**src/rtl/seg_scan_decoder.sv**
```systemverilog
// rtl/seg_scan_decoder.sv - receiver for a 4-digit multiplexed seven-segment scan bus
// Filters each scanned digit for stability, decodes it, and emits complete 16-bit frames.
module seg_scan_decoder #(
  parameter int STABLE_CYCLES = 4,
  parameter int TIMEOUT       = 65535
) (
  input  logic        clk,
  input  logic        rst,
  input  logic [3:0]  anodes,
  input  logic [6:0]  segments,
  output logic [15:0] data,
  output logic        valid,
  output logic [3:0]  digit_err,
  output logic        stale
);

  localparam logic [7:0]  STABLE_M1 = 8'(STABLE_CYCLES - 1);
  localparam logic [19:0] TO_LIM    = 20'(TIMEOUT);
  localparam logic [19:0] TO_M1     = 20'(TIMEOUT - 1);

  // Returns {invalid, nibble}; unknown patterns decode to 0 with invalid set.
  function automatic logic [4:0] seg_decode(input logic [6:0] s);
    case (s)
      7'b1111110: seg_decode = 5'h00;
      7'b0110000: seg_decode = 5'h01;
      7'b1101101: seg_decode = 5'h02;
      7'b1111001: seg_decode = 5'h03;
      7'b0110011: seg_decode = 5'h04;
      7'b1011011: seg_decode = 5'h05;
      7'b1011111: seg_decode = 5'h06;
      7'b1110000: seg_decode = 5'h07;
      7'b1111111: seg_decode = 5'h08;
      7'b1111011: seg_decode = 5'h09;
      7'b1110111: seg_decode = 5'h0A;
      7'b0011111: seg_decode = 5'h0B;
      7'b1001110: seg_decode = 5'h0C;
      7'b0111101: seg_decode = 5'h0D;
      7'b1001111: seg_decode = 5'h0E;
      7'b1000111: seg_decode = 5'h0F;
      default:    seg_decode = 5'h10;
    endcase
  endfunction

  logic [10:0] in_q;
  logic [7:0]  cnt_q, cnt_d;
  logic        armed_q, armed_d;
  logic [15:0] shadow_q, shadow_d;
  logic [3:0]  err_q, err_d;
  logic [3:0]  seen_q, seen_d;
  logic [19:0] to_q, to_d;
  logic [15:0] data_q, data_d;
  logic        valid_q, valid_d;
  logic [3:0]  derr_q, derr_d;
  logic        stale_q, stale_d;

  logic [10:0] raw;
  logic        same, onehot, capture, complete, expire;
  logic [4:0]  dec;
  logic [3:0]  an_q;

  always_comb begin
    raw      = {anodes, segments};
    same     = (raw == in_q);
    an_q     = in_q[10:7];
    onehot   = (an_q != 4'b0000) && ((an_q & (an_q - 4'd1)) == 4'b0000);
    dec      = seg_decode(in_q[6:0]);
    capture  = same && (cnt_q == STABLE_M1) && onehot && armed_q;
    complete = (seen_q == 4'b1111);
    // A capture on the expiry edge keeps the frame alive.
    expire   = !capture && (to_q == TO_M1);

    cnt_d   = same ? ((cnt_q == 8'hFF) ? cnt_q : cnt_q + 8'd1) : 8'd0;
    armed_d = !same ? 1'b1 : (capture ? 1'b0 : armed_q);
    to_d    = capture ? 20'd0 : ((to_q == TO_LIM) ? to_q : to_q + 20'd1);

    shadow_d = shadow_q;
    err_d    = err_q;
    seen_d   = seen_q;
    if (complete || expire) begin
      seen_d = 4'b0000;
      err_d  = 4'b0000;
    end
    if (capture) begin
      for (int i = 0; i < 4; i++) begin
        if (an_q[i]) begin
          shadow_d[4*i +: 4] = dec[3:0];
          err_d[i]           = dec[4];
          seen_d[i]          = 1'b1;
        end
      end
    end

    data_d  = complete ? shadow_q : data_q;
    derr_d  = complete ? err_q : derr_q;
    valid_d = complete;
    stale_d = capture ? 1'b0 : (expire ? 1'b1 : stale_q);
  end

  always_ff @(posedge clk) begin
    if (rst) begin
      in_q     <= '0;
      cnt_q    <= '0;
      armed_q  <= 1'b1;
      shadow_q <= '0;
      err_q    <= '0;
      seen_q   <= '0;
      to_q     <= '0;
      data_q   <= '0;
      valid_q  <= 1'b0;
      derr_q   <= '0;
      stale_q  <= 1'b0;
    end else begin
      in_q     <= raw;
      cnt_q    <= cnt_d;
      armed_q  <= armed_d;
      shadow_q <= shadow_d;
      err_q    <= err_d;
      seen_q   <= seen_d;
      to_q     <= to_d;
      data_q   <= data_d;
      valid_q  <= valid_d;
      derr_q   <= derr_d;
      stale_q  <= stale_d;
    end
  end

  assign data      = data_q;
  assign valid     = valid_q;
  assign digit_err = derr_q;
  assign stale     = stale_q;

endmodule

```
**config.mk**
```make
export PLATFORM = sky130hd
export DESIGN_NAME = seg_scan_decoder
export DESIGN_NICKNAME = d
export VERILOG_FILES = /design/src/rtl/seg_scan_decoder.sv
export SDC_FILE = /design/constraint.sdc
export NUM_CORES = 1
export LEC_CHECK = 0
export BUFFER_PORTS_ARGS = -buffer_cell sky130_fd_sc_hd__buf_2
export CORE_MARGIN = 2
export CORE_UTILIZATION = 29
export CTS_BUF_LIST = sky130_fd_sc_hd__clkbuf_16
export DETAILED_ROUTE_END_ITERATION = 7
export PLACE_DENSITY = 0.44
export SLEW_MARGIN = 20
export SYNTH_ARGS = -nofsm -noshare
export SYNTH_HDL_FRONTEND = slang
export SYNTH_SLANG_ARGS = --single-unit
```
**constraint.sdc**
```tcl
create_clock -name clk -period 2.6 [get_ports clk]
set_clock_uncertainty 0.05 [all_clocks]
set_input_delay 0.26 -clock clk [delete_from_list [all_inputs] [get_ports clk]]
set_output_delay 0.26 -clock clk [all_outputs]
set_load 0.02 [all_outputs]
```
==> results of run 1 <==
==> state kept, by name (all words and copies together), names as in the netlist <==
name and flops:
in_q 11, seen_q 4, err_q 4, armed_q 1, stale 1, data 16
to_q 20, cnt_q 8, shadow_q 16, digit_err 4, valid 1
==> kinds of logic after synthesis <==
family / count (synthesis) / share of synthesized area [%]
simple gates: 204 / 27.1
compound gates: 108 / 16.1
flops: 86 / 43.0
buf+inv: 45 / 4.91
xor+xnor: 34 / 7.44
fa+ha+maj: 3 / 0.938
mux: 2 / 0.500
==> how the worst max path moves through the flow <==
stage	start	to	slack (ns)	depth (start not counted)
final	cnt_q[0]$_SDFFE_PP0P_	err_q[3]$_SDFF_PP0_	0.43	7
after global routing	cnt_q[0]$_SDFFE_PP0P_	err_q[0]$_SDFF_PP0_	0.11	7
after CTS	cnt_q[0]$_SDFFE_PP0P_	err_q[0]$_SDFF_PP0_	0.40	7
after detailed placement	cnt_q[0]$_SDFFE_PP0P_	err_q[3]$_SDFF_PP0_	0.42	7
after global placement	cnt_q[0]$_SDFFE_PP0P_	err_q[0]$_SDFF_PP0_	0.42	7
after floorplan	cnt_q[0]$_SDFFE_PP0P_	shadow_q[5]$_SDFFE_PP0P_	0.76	8
==> worst max-delay path: stages, from the launching register on <==
cell     delay (ns)
dfxtp_1        0.38
ha_1           0.22
nor4b_1        0.37
and4_1         0.28
and4_1         0.20
buf_4          0.27
a21oi_4        0.14
o21ai_0        0.19
==> stage by stage <==
stage	hold WS [ns]	setup slack (ns)
global route	0.103	0.109
detailed placement	0.389	0.423
floorplan	0.338	0.763
CTS	0.0854	0.404
finish	0.101	0.429
global placement	0.375	0.421
==> cells in the final DEF (no fill, tap or decap), types with 8 or more instances in the layout <==
cell and n:
dfxtp_1 86, nand2_1 57, a21oi_1 47, nor2_1 38, buf_2 34, nand3_1 25, o21ai_0 25, xnor2_1 19
nand4_1 17, xor2_1 15, inv_1 12, nor2b_1 12, nor3_1 9, clkbuf_16 9, buf_4 8
==> per-layer routing <==
metal	wire length, um	share of wire (%)	GRT usage (%)	vias to the layer above
li1	-	-	-	1734
met1	4240	46	16.6	1566
met2	4360	48	22.4	49
met3	368	4.0	3.71	11
met4	150	1.6	4.53	0
met5	0	0	0	-
==> power groups by stage <==
stage / registers, uW / clock network, uW / logic, uW
6_report: 1360 / 1350 / 124
5_1_grt: 1370 / 1450 / 141
4_1_cts: 1360 / 1410 / 126
3_5_place_dp: 1390 / 0 / 126
3_3_place_gp: 1390 / 0 / 126
2_1_floorplan: 1370 / 0 / 108
==> layout make-up <==
type	instances	area (sq um)	share of cell area, %
clock buffer	9	225	4.88
clock inverter	7	86.3	1.87
inverter	12	45.0	0.975
multi-input combinational	351	2090	45.2
sequential	86	1720	37.3
tap	176	220	4.77
timing repair buffer	42	230	4.99
==> impl_metrics.yaml, run 1 <==
placement:
  port_buffers: 34
  globalplace.congestion: 0.756
  placed_area_sq_um: 4310
  dp.cells: 667
  dp_hpwl_um: 6430
setup_path:
  cp_max_fo: 25
  rrSetupSlack_ns: 0.43
  rr_startpoint: "cnt_q[0]$_SDFFE_PP0P_"
  startpoint_type: "flip-flop"
  ff2ff_path_depth: 7
  r2r_end: "err_q[3]$_SDFF_PP0_"
  cp_data_arrival_time_ns: 2.39
  crit_required_ns: 2.82
  path_class: "reg -> reg"
  end_kind: "flip-flop"
finish:
  post-route-util_pct: 34.6
  instances_no_fill: 683
  areaGrowthSynthToFinish_pct: 15.4
  diodes: 0
  drive_gt1_share_pct: 13.4
  finalInstanceArea_sq_um: 4620
  fillCellCount: 1426
  layout.nets: 518
global_route:
  grt_pass1_vias: 3195
  grt_pass1_wl_um: 15800
  track_usage_pct: 13.4
  antenna_found_initial: 0
  grt_max_degree: 31
  grt_overflow_total: 0
cts:
  post-cts-setup-buffer-count: 0
  clock_sinks: 86
  cts_buffers: 9
  cts_hold_buffers: 0
  h-tree-depth: 3
  insertion_delay_ns: 0.34
  clockBufferDepth: 2
  ctsRootBufferMaster: "clkbuf_16"
  ctsResizeCount: 0
  cts_tree: "yes"
  clk_pin_slew_ns: 0.07
route:
  dr.pass1.iters: 4
  drcViolationCount: 0
  drt-total-wl_um: 9120
  drtIter0Drc: 145
  drt-wirelength-per-cell_um: 13.4
  drtAntennaViolNets: 0
  vias_per_cell: 4.92
  num_vias: 3360
power_and_ir_drop:
  p_leak_uw: 0.00161
  switching_share_pct: 24.3
  p_sw_uw: 689
  p_int_uw: 2150
  seqPwrFrac_pct: 48.1
  clkPwrFrac_pct: 47.6
  pwr-share-comb_pct: 4.4
  finalPower_uw: 2840
  ir_worst_vdd_mv: 0.407
  cellPowerDensity_nw_per_um2: 615
logic_synthesis:
  syn_inst: 482
  yosysTopAreaCell: "dfxtp_1"
  async_reset_ff_share_pct: 0
  netlist.area_leader.share_pct: 43.0
  synth_area_leaders: "dfxtp_1, a21oi_1, nand2_1, xnor2_1, nor2_1"
  ys.flop_type: "dfxtp_1"
  postSynthNetCount: 498
  ys_types: 53
  synth.cell_area_sq_um: 4000
  synth_enable_flop_cells: 0
  yosys_warnings: 0
  seq_area_frac_synth_pct: 43.0
  yosysMostFrequentCell: "dfxtp_1"
  avgSynthCellArea_sq_um: 8.30
  ys_ff_latch: 86
  synth_commonest_cells: "dfxtp_1, nand2_1, a21oi_1"
timing:
  hold_viol: 0
  worst_pin_slew_ns: 0.654
  max_slew_margin_pct: 56.0
  setup_viol: 0
  period_share_pct: 83.5
  rsz0062_at_grt: "no"
  setup_tns_ns: 0
  fmax_mhz: 461
  period_needed_ns: 2.17
  slew_violations: 0
hold_path:
  hold_class: "in -> reg"
  min_to: "in_q[1]$_SDFF_PP0_"
  min_from: "segments[1]"
  hold_depth: 2
die:
  core_sq_um: 13300
  placementRows: 42
  pin_count: 35
  dieArea_sq_um: 14800
  start_util_pct: 30.0
  fp.dieW_um: 121
  die_h_um: 121
status:
  outcome: "finished clean"
run:
  cap_violations: 0
Power figures use the tool's default switching activity.
==> inputs of run 2 (changes only) <==
--- a/config.mk
+++ b/config.mk
@@ -5,6 +5,7 @@
 export SDC_FILE = /design/constraint.sdc
 export NUM_CORES = 1
 export LEC_CHECK = 0
+export ABC_AREA = 1
 export BUFFER_PORTS_ARGS = -buffer_cell sky130_fd_sc_hd__buf_2
 export CORE_MARGIN = 2
 export CORE_UTILIZATION = 29
==> constraint.sdc (replaced) <==
create_clock -name clk -period 2.3 [get_ports clk]
set_clock_uncertainty 0.05 [all_clocks]
set_input_delay 0.23 -clock clk [delete_from_list [all_inputs] [get_ports clk]]
set_output_delay 0.23 -clock clk [all_outputs]
set_load 0.02 [all_outputs]
==> run 2 against run 1 <==
  * Synthesized cell count up 16%
  * Combinational power barely moved
  * Critical path depth up 2
  * Sequential share of layout area down 0.15 points
  * Routed wire length is 1.0% higher
  * Total power is 10% higher
  * Via count rose by 3.9%
  * Die area down 0.88%
  * Worst setup slack worse by 0.010 ns
  * Hold slack got worse by 0.059 ns
  * Critical path type unchanged
  * Largest cell class unchanged
==> impl_metrics.yaml, run 2 <==
status:
  outcome: "finished clean"
cts:
  ctsResizeCount: 0
  post-cts-setup-buffer-count: 0
  insertion_delay_ns: 0.35
  h-tree-depth: 3
  ctsRootBufferMaster: "clkbuf_16"
  cts_buffers: 9
  clockBufferDepth: 2
  clk_pin_slew_ns: 0.07
  cts_hold_buffers: 0
  clock_sinks: 86
  cts_tree: "yes"
logic_synthesis:
  yosysMostFrequentCell: "nand2_1"
  async_reset_ff_share_pct: 0
  synth.cell_area_sq_um: 3970
  yosys_warnings: 0
  avgSynthCellArea_sq_um: 7.08
  syn_inst: 560
  seq_area_frac_synth_pct: 43.4
  yosysTopAreaCell: "dfxtp_1"
  synth_enable_flop_cells: 0
  postSynthNetCount: 576
  netlist.area_leader.share_pct: 43.4
  ys.flop_type: "dfxtp_1"
  synth_commonest_cells: "nand2_1, dfxtp_1, nor2_1"
  synth_area_leaders: "dfxtp_1, nand2_1, nor2_1, inv_1, a21oi_1"
  ys_ff_latch: 86
  ys_types: 33
placement:
  placed_area_sq_um: 4340
  port_buffers: 34
  dp_hpwl_um: 6550
  globalplace.congestion: 0.876
route:
  drt-total-wl_um: 9210
  drt-wirelength-per-cell_um: 11.9
  drtIter0Drc: 154
  drcViolationCount: 0
  vias_per_cell: 4.49
  num_vias: 3492
  dr.pass1.iters: 4
  drtAntennaViolNets: 0
finish:
  layout_commonest_cell: "nand2_1"
  finalInstanceArea_sq_um: 4640
  layout.nets: 613
  diodes: 0
  drive_gt1_share_pct: 13.0
  top_register: "to_q"
  final_cell_mix: "nand2_1, dfxtp_1, nor2_1, inv_1, a21oi_1"
  areaGrowthSynthToFinish_pct: 16.9
  largest_reg_flops: 20
timing:
  worst_hold_slack_ns: 0.0419
  slew_violations: 0
  rsz0062_at_grt: "no"
  worst_pin_slew_ns: 0.807
  period_needed_ns: 1.88
  setup_tns_ns: 0
  hold_viol: 0
  setup_viol: 0
  period_share_pct: 81.8
  max_slew_margin_pct: 45.8
  fmax_mhz: 531
setup_path:
  ff2ff_path_depth: 9
  end_kind: "flip-flop"
  rrSetupSlack_ns: 0.42
  cp_data_arrival_time_ns: 2.07
  endpoint: "to_q[14]$_SDFFE_PP0P_"
  critPathLaunch: "to_q[0]$_SDFFE_PP0P_"
  crit_required_ns: 2.49
  startpoint_type: "flip-flop"
  r2r_end: "to_q[14]$_SDFFE_PP0P_"
  cp_max_fo: 10
  rr_startpoint: "to_q[0]$_SDFFE_PP0P_"
  path_class: "reg -> reg"
die:
  fp.dieW_um: 121
  pin_count: 35
  start_util_pct: 29.8
  core_sq_um: 13300
  dieArea_sq_um: 14600
  die_h_um: 121
  placementRows: 42
run:
  cap_violations: 0
global_route:
  grt_pass1_vias: 3238
  track_usage_pct: 13.7
  antenna_found_initial: 0
  grt_overflow_total: 0
  grt_max_degree: 41
  grt_pass1_wl_um: 15600
power_and_ir_drop:
  ir_worst_vdd_mv: 0.407
  p_leak_uw: 0.00205
  cellPowerDensity_nw_per_um2: 675
hold_path:
  hold_class: "in -> reg"
-- run 2: cell types whose count changed in the layout (fill, tap and decap cells not counted), moves of 12 or more --
| cell | delta |
|---|---|
| inv_1 | +62 |
| nand2_1 | +55 |
| nor2_1 | +46 |
| nand3_1 | +12 |
| nor2b_1 | -12 |
| xnor2_1 | -12 |
-- run 2: worst max-delay path, stage by stage (launching register included) --
cell and delay [ns]:
dfxtp_1 0.45, ha_1 0.23, inv_1 0.07, nor2_1 0.21, nand2_1 0.16, nor3_2 0.18
inv_2 0.13, nand2_1 0.09, xor2_1 0.14, nor2_1 0.05
-- run 2: worst min path at each step --
stage,start,endpoint,slack [ns],cells past startpoint
after global placement,shadow_q[11]$_SDFFE_PP0P_,data[11]$_SDFFE_PP0P_,0.40,2
after CTS,segments[2],in_q[2]$_SDFF_PP0_,0.03,3
final,segments[2],in_q[2]$_SDFF_PP0_,0.04,3
after detailed placement,shadow_q[9]$_SDFFE_PP0P_,data[9]$_SDFFE_PP0P_,0.39,2
after floorplan,segments[0],in_q[0]$_SDFF_PP0_,0.29,2
after global routing,segments[3],in_q[3]$_SDFF_PP0_,0.05,3
-- run 2: layout make-up --
cell class                 instances  area (sq um)
clock buffer                       9           225
clock inverter                     6          72.6
fill                            1432          8660
inverter                          78           293
multi-input combinational        383          1900
sequential                        86          1720
tap                              176           220
timing repair buffer              39           208
-- run 2: cells by family (layout without fill, tap and decap cells) --
logic type / Yosys count / count (layout) / share of synthesized area (%)
AO/OA/AOI/OAI: 84 / 84 / 11.2
XOR/XNOR: 17 / 17 / 3.76
flip-flops: 86 / 86 / 43.4
buffers and inverters: 91 / 132 / 8.74
adder cells (fa/ha/maj): 3 / 3 / 0.947
AND/OR/NAND/NOR: 279 / 279 / 31.9
-- run 2: metal layers --
| metal | routed length [um] | vias to the layer above | GRT usage [%] |
|---|---|---|---|
| met5 | 0 | - | 0 |
| met4 | 169 | 0 | 4.87 |
| met3 | 505 | 11 | 5.03 |
| met2 | 4010 | 68 | 20.8 |
| met1 | 4530 | 1563 | 17.8 |
| li1 | - | 1850 | - |
-- run 2: report_power, final --
| part | switching, uW | internal [uW] |
|---|---|---|
| logic | 79.5 | 44.1 |
| registers | 23.8 | 1500 |
| clock network | 632 | 845 |
| total | 735 | 2390 |
-- run 2: through the flow --
step | total power [uW] | utilization, % | std cells | worst slack (ns)
detailed placement | 1690 | 32.6 | 762 | 0.409
finish | 3130 | 34.9 | 777 | 0.418
global placement | 1680 | 32.6 | 762 | 0.463
CTS | 3190 | 34.9 | 777 | 0.403
floorplan | 1640 | - | 560 | 0.633
global route | 3260 | 34.9 | 777 | 0.155
